### config.mk
export PLATFORM = sky130hd
export DESIGN_NAME = tx_fifo_arbiter
export DESIGN_NICKNAME = d
export VERILOG_FILES = /design/src/rtl/eth_pkg.sv /design/src/rtl/rr_pick2.sv /design/src/rtl/tx_fifo_arbiter.sv
export SDC_FILE = /design/constraint.sdc
export NUM_CORES = 1
export LEC_CHECK = 0
export ABC_AREA = 1
export BUFFER_PORTS_ARGS = -buffer_cell sky130_fd_sc_hd__buf_4
export CORE_ASPECT_RATIO = 0.7
export CORE_MARGIN = 10
export CORE_UTILIZATION = 30
export CTS_CLUSTER_DIAMETER = 80
export CTS_CLUSTER_SIZE = 30
export DETAILED_ROUTE_END_ITERATION = 12
export GPL_TIMING_DRIVEN = 0
export SYNTH_ARGS = -nofsm -noshare
export SYNTH_HDL_FRONTEND = slang
export SYNTH_HIERARCHICAL = 1
export SYNTH_SLANG_ARGS = --single-unit
### constraint.sdc
create_clock -name wclk -period 5.3 [get_ports wclk]
set_clock_uncertainty 0.05 [all_clocks]
set_input_delay 0.53 -clock wclk [delete_from_list [all_inputs] [get_ports wclk]]
set_output_delay 0.53 -clock wclk [all_outputs]
set_load 0.02 [all_outputs]
### src/rtl/eth_pkg.sv
// Shared constants for the Ethernet TX path: default widths, frame limits and the
// arbiter FSM state encodings.
package eth_pkg;

  localparam int unsigned DSIZE_DEF   = 8;
  localparam int unsigned MAX_LEN_DEF = 1518;
  localparam int unsigned IFG_DEF     = 2;

  // Arbiter FSM encodings, kept as plain constants for legacy tools.
  localparam logic [1:0] StIdle = 2'd0;
  localparam logic [1:0] StXfer = 2'd1;
  localparam logic [1:0] StDrop = 2'd2;
  localparam logic [1:0] StGap  = 2'd3;

  // The last flag sits just above the data byte in each FIFO word.
  function automatic int unsigned last_bit(input int unsigned dsize);
    return dsize;
  endfunction

endpackage

### src/rtl/rr_pick2.sv
// Combinational two-way round-robin picker: one-hot pick among the asserted valids,
// with ptr choosing the winner when both are asserted.
module rr_pick2 (
  input  logic [1:0] valid,
  input  logic       ptr,
  output logic [1:0] pick
);

  always_comb begin
    pick = valid;
    if (valid == 2'b11) begin
      pick = ptr ? 2'b10 : 2'b01;
    end
  end

endmodule

### src/rtl/tx_fifo_arbiter.sv
// Frame-granular round-robin arbiter feeding the TX async FIFO write port from two
// byte-stream requesters, with overlength truncation and an inter-frame gap.
module tx_fifo_arbiter
  import eth_pkg::*;
#(
  parameter int unsigned DSIZE   = DSIZE_DEF,
  parameter int unsigned MAX_LEN = MAX_LEN_DEF,
  parameter int unsigned IFG     = IFG_DEF
) (
  input  logic             wclk,
  input  logic             wrst_n,
  input  logic             s0_valid,
  output logic             s0_ready,
  input  logic [DSIZE-1:0] s0_data,
  input  logic             s0_last,
  input  logic             s1_valid,
  output logic             s1_ready,
  input  logic [DSIZE-1:0] s1_data,
  input  logic             s1_last,
  output logic             winc,
  output logic [DSIZE:0]   wdata,
  input  logic             wfull,
  output logic [1:0]       grant,
  output logic             busy,
  output logic [1:0]       ovl_err,
  input  logic             clr_err,
  output logic [15:0]      frame_cnt
);

  localparam int unsigned LW      = $clog2(MAX_LEN + 1);
  localparam int unsigned GW      = (IFG > 1) ? $clog2(IFG) : 1;
  localparam int unsigned LastIdx = last_bit(DSIZE);
  localparam logic [LW-1:0] LenLast = LW'(MAX_LEN - 1);
  localparam logic [GW-1:0] GapLast = GW'(IFG - 1);

  logic [1:0]       state_q, state_d;
  logic [1:0]       grant_q, grant_d;
  logic [1:0]       ovl_q, ovl_d;
  logic             rr_q, rr_d;
  logic [LW-1:0]    len_q, len_d;
  logic [GW-1:0]    gap_q, gap_d;
  logic [15:0]      cnt_q, cnt_d;

  logic [1:0]       pick;
  logic             sel;
  logic             sel_valid;
  logic             sel_last;
  logic [DSIZE-1:0] sel_data;
  logic             at_max;
  logic             last_out;
  logic             xfer;
  logic             take;

  rr_pick2 u_rr_pick2 (
    .valid ({s1_valid, s0_valid}),
    .ptr   (rr_q),
    .pick  (pick)
  );

  assign sel       = grant_q[1];
  assign sel_valid = sel ? s1_valid : s0_valid;
  assign sel_last  = sel ? s1_last  : s0_last;
  assign sel_data  = sel ? s1_data  : s0_data;
  assign at_max    = (len_q == LenLast);
  assign last_out  = sel_last | at_max;

  // DROP drains the requester regardless of FIFO state since nothing is written.
  assign take     = ((state_q == StXfer) & ~wfull) | (state_q == StDrop);
  assign s0_ready = take & grant_q[0];
  assign s1_ready = take & grant_q[1];
  assign xfer     = (state_q == StXfer) & sel_valid & ~wfull;

  assign winc                = xfer;
  assign wdata[LastIdx]      = last_out;
  assign wdata[DSIZE-1:0]    = sel_data;
  assign grant               = grant_q;
  assign busy                = (state_q != StIdle);
  assign ovl_err             = ovl_q;
  assign frame_cnt           = cnt_q;

  always_comb begin
    state_d = state_q;
    grant_d = grant_q;
    rr_d    = rr_q;
    len_d   = len_q;
    gap_d   = gap_q;
    cnt_d   = cnt_q;
    ovl_d   = clr_err ? 2'b00 : ovl_q;

    unique case (state_q)
      StIdle: begin
        if (|pick) begin
          grant_d = pick;
          len_d   = '0;
          state_d = StXfer;
        end
      end

      StXfer: begin
        if (xfer) begin
          len_d = len_q + LW'(1);
          if (last_out) begin
            cnt_d = cnt_q + 16'd1;
            rr_d  = ~sel;
            gap_d = '0;
            if (!sel_last) begin
              // Truncated frame: the rest of the requester's bytes are discarded.
              ovl_d[sel] = 1'b1;
              state_d    = StDrop;
            end else if (IFG == 0) begin
              grant_d = 2'b00;
              state_d = StIdle;
            end else begin
              state_d = StGap;
            end
          end
        end
      end

      StDrop: begin
        if (sel_valid && sel_last) begin
          gap_d = '0;
          if (IFG == 0) begin
            grant_d = 2'b00;
            state_d = StIdle;
          end else begin
            state_d = StGap;
          end
        end
      end

      StGap: begin
        if (gap_q == GapLast) begin
          grant_d = 2'b00;
          state_d = StIdle;
        end else begin
          gap_d = gap_q + GW'(1);
        end
      end

      default: begin
        grant_d = 2'b00;
        state_d = StIdle;
      end
    endcase
  end

  always_ff @(posedge wclk or negedge wrst_n) begin
    if (!wrst_n) begin
      state_q <= StIdle;
      grant_q <= 2'b00;
      ovl_q   <= 2'b00;
      rr_q    <= 1'b0;
      len_q   <= '0;
      gap_q   <= '0;
      cnt_q   <= 16'd0;
    end else begin
      state_q <= state_d;
      grant_q <= grant_d;
      ovl_q   <= ovl_d;
      rr_q    <= rr_d;
      len_q   <= len_d;
      gap_q   <= gap_d;
      cnt_q   <= cnt_d;
    end
  end

endmodule

==> results_dict.tcl <==
set metrics [dict create \
    wirelength_um 5966 \
    globalplace.congestion 0.8486 \
    final_common_cell "nand2_1" \
    syn_area_um2 2321 \
    fp.dieW_um 125.1 \
    grt_max_degree 36 \
    drcViolationCount 0 \
    hp-class "input pin to async pin" \
    fmax_ghz 0.4470 \
    cpMostUsedCell "inv_2" \
    grt_pass1_vias 2217 \
    crit_chain "inv_1 > ha_1 > inv_2 > nor2_4 > nand2_2 > inv_2 > buf_4" \
    design_area_um2 2952 \
    r2r_end "len_q[0]" \
    reg2regPathDepth 10 \
    worstMarginPinSlew_ns 0.4653 \
    netlist.area_leader.share_pct 37.74 \
    hold_viol 0 \
    postCtsHoldBufs 0 \
    cp-end-kind "output pin" \
    run_status "finished, final reports clean" \
    fin_crit_sh_pct 42.21 \
    io-pin-count 57 \
    core_area_um2 7417 \
    first_pass_iters 4 \
    antenna_found_initial 0 \
    grt_usage_pct 10.12 \
    slowest_delay_ns 0.41 \
    finalSetupViolations 0 \
    final_net_count 434 \
    root_buffer "clkbuf_8" \
    cts_resized 0 \
    synthTopCellsByArea "dfrtp_1, nand2_1, nand3_1, inv_1, ha_1" \
    grt_pass1_wl_um 10090 \
    cp_slowest_cell "dfrtp_1" \
    cts_setup_buffers 0 \
    drv_slew 0 \
    maxCapViolCount 0 \
    crit_path_max_fanout 5 \
    synth_adder_area_share_pct 4.313 \
    startpoint_type "flip-flop" \
    clk_path_buf_depth 2 \
    antenna_cells 0 \
    syn_area_per_cell_um2 6.847 \
    synth_seq_area_share_pct 37.74 \
    yosys_register_bits 35 \
    power.leakage_nw 1.509 \
    die_area_um2 11710 \
    grt.overflow.total 0 \
    r2r-start "state_q[1]" \
    placed_cell_area_um2 2864 \
    r2r_slack_ns 3.33 \
    synth_compound_gate_area_share_pct 7.709 \
    power_density_nw_per_um2 362.6 \
    hpwl_um 4715 \
    first_iter_violations 106 \
    fill_cells 785 \
    postRouteAntennaNets 0 \
    fin_tns_setup_ns 0 \
    synth_xor_xnor_area_share_pct 4.906 \
    portBuffers 56 \
    clock_latency_ns 0.29 \
    synthesis.nets 371 \
    synth_top_family_by_area "simple AND/OR/NAND/NOR gates" \
    drt-wirelength-per-cell_um 11.93 \
    die_y_um 93.59 \
    rsz0062_at_grt "no" \
    cts-htree-levels 2 \
    fin_crit_ns 2.237 \
    drive_gt1_share_pct 20.65 \
    vias 2231 \
    vdd_drop_max_mv 0.1768 \
    synthMuxAreaShare_pct 0 \
    cp.required_ns 4.72 \
    area_growth_pct 27.17 \
    ys_types 33 \
    numClockSinks 35 \
    synthCells 339 \
    via_per_inst 4.462 \
    final_cell_mix "nand2_1, buf_4, inv_1, dfrtp_1, nand3_1" \
    rows 26 \
    cts_tree "yes" \
    cts_buffers 5 \
    yosys_warnings 6 \
    synth-simple-area-share_pct 36.82 \
    synth_area_leader_cell "dfrtp_1" \
    critical_path_class "flip-flop to output pin" \
    max_slew_margin_pct 68.98 \
    clkSlewWorstSetupHoldPaths_ns 0.07 \
    critPathArrivalTime_ns 1.66 \
    start_util_pct 31.29 \
]
==> metrics by stage <==
step	worst slack (ns)	hold WS, ns	utilization (%)	std cells	power [mW]
floorplan	3.417	0.1844	-	339	0.6995
global placement	3.364	0.4163	38.61	493	0.8802
detailed placement	3.322	0.4208	38.61	493	0.8851
CTS	3.020	0.1560	39.79	500	1.091
global route	2.836	0.1729	39.79	500	1.166
finish	3.063	0.1434	39.79	500	1.070
==> registers in the layout, summed over array words and instances, names as in the netlist <==
register and count:
rr_q 1, grant 2, gap_q 1, ovl_err 2, frame_cnt 16, state_q 2, len_q 11
==> routing by layer <==
metal	part of all wire (%)	vias to the layer above	GRT usage, %
li1	-	1182	-
met1	53	990	13.76
met2	38	53	14.50
met3	7.5	6	3.835
met4	0.85	0	2.868
met5	0	-	0
==> cell type report <==
| type | instances | area, um^2 | area share [%] |
|---|---|---|---|
| Clock inverter | 1 | 5.005 | 0.1696 |
| Inverter | 40 | 150.1 | 5.087 |
| Multi-Input combinational cell | 256 | 1247 | 42.26 |
| Clock buffer | 6 | 82.58 | 2.798 |
| Timing Repair Buffer | 56 | 420.4 | 14.24 |
| Tap cell | 98 | 122.6 | 4.154 |
| Sequential cell | 35 | 875.8 | 29.67 |
| Buffer | 8 | 47.55 | 1.611 |
==> logic make-up after synthesis <==
kind of cell | Yosys count
xor gates and xnor gates | 13
DFF | 35
adders and majority gates | 8
buffers and inverters | 48
and+or+nand+nor | 208
AOI/OAI and AO/OA | 27
==> worst max-delay path by stage <==
stage	endpoint	startpoint	slack [ns]
floorplan	s0_ready	state_q[1]	3.42
global placement	len_q[0]	state_q[1]	3.36
detailed placement	len_q[0]	state_q[1]	3.32
CTS	wdata[8]	len_q[0]	3.02
global route	wdata[8]	len_q[0]	2.84
finish	winc	state_q[1]	3.06
==> worst max-delay path: cells and delay by family, from the launching register on <==
family | cells | cell delay (ns)
flip-flops | 1 | 0.41
AND/OR/NAND/NOR | 2 | 0.22
adder cells (fa/ha/maj) | 1 | 0.27
buffers and inverters | 4 | 0.48
==> synth_stat cells <==
| master | number |
|---|---|
| nand2_1 | 143 |
| dfrtp_1 | 35 |
| inv_1 | 35 |
| nand3_1 | 27 |
| nor2_1 | 23 |
| ha_1 | 8 |
| o21ai_1 | 8 |
| xnor2_1 | 7 |
| xor2_1 | 6 |
| inv_2 | 5 |
| nand4_1 | 4 |
| a21oi_1 | 3 |
| clkbuf_1 | 3 |
| nor3_1 | 3 |
| o21ai_0 | 3 |
| o21ai_2 | 3 |
| a21o_1 | 2 |
| buf_2 | 2 |
| buf_4 | 2 |
| nand2_2 | 2 |
| o22ai_1 | 2 |
| or2_2 | 2 |
| a211oi_1 | 1 |
| a21oi_4 | 1 |
| and2_1 | 1 |
| buf_6 | 1 |
| nand3b_1 | 1 |
| nor2_2 | 1 |
| nor2_4 | 1 |
| o211ai_1 | 1 |
| o21bai_1 | 1 |
| o31ai_1 | 1 |
| o32ai_1 | 1 |
==> where the power goes <==
part           total, mW  internal, mW  switching (mW)
Clock              0.198         0.102          0.0964
Combinational      0.523         0.195           0.328
Sequential         0.349         0.303          0.0464
(Power assumes the default switching activity.)
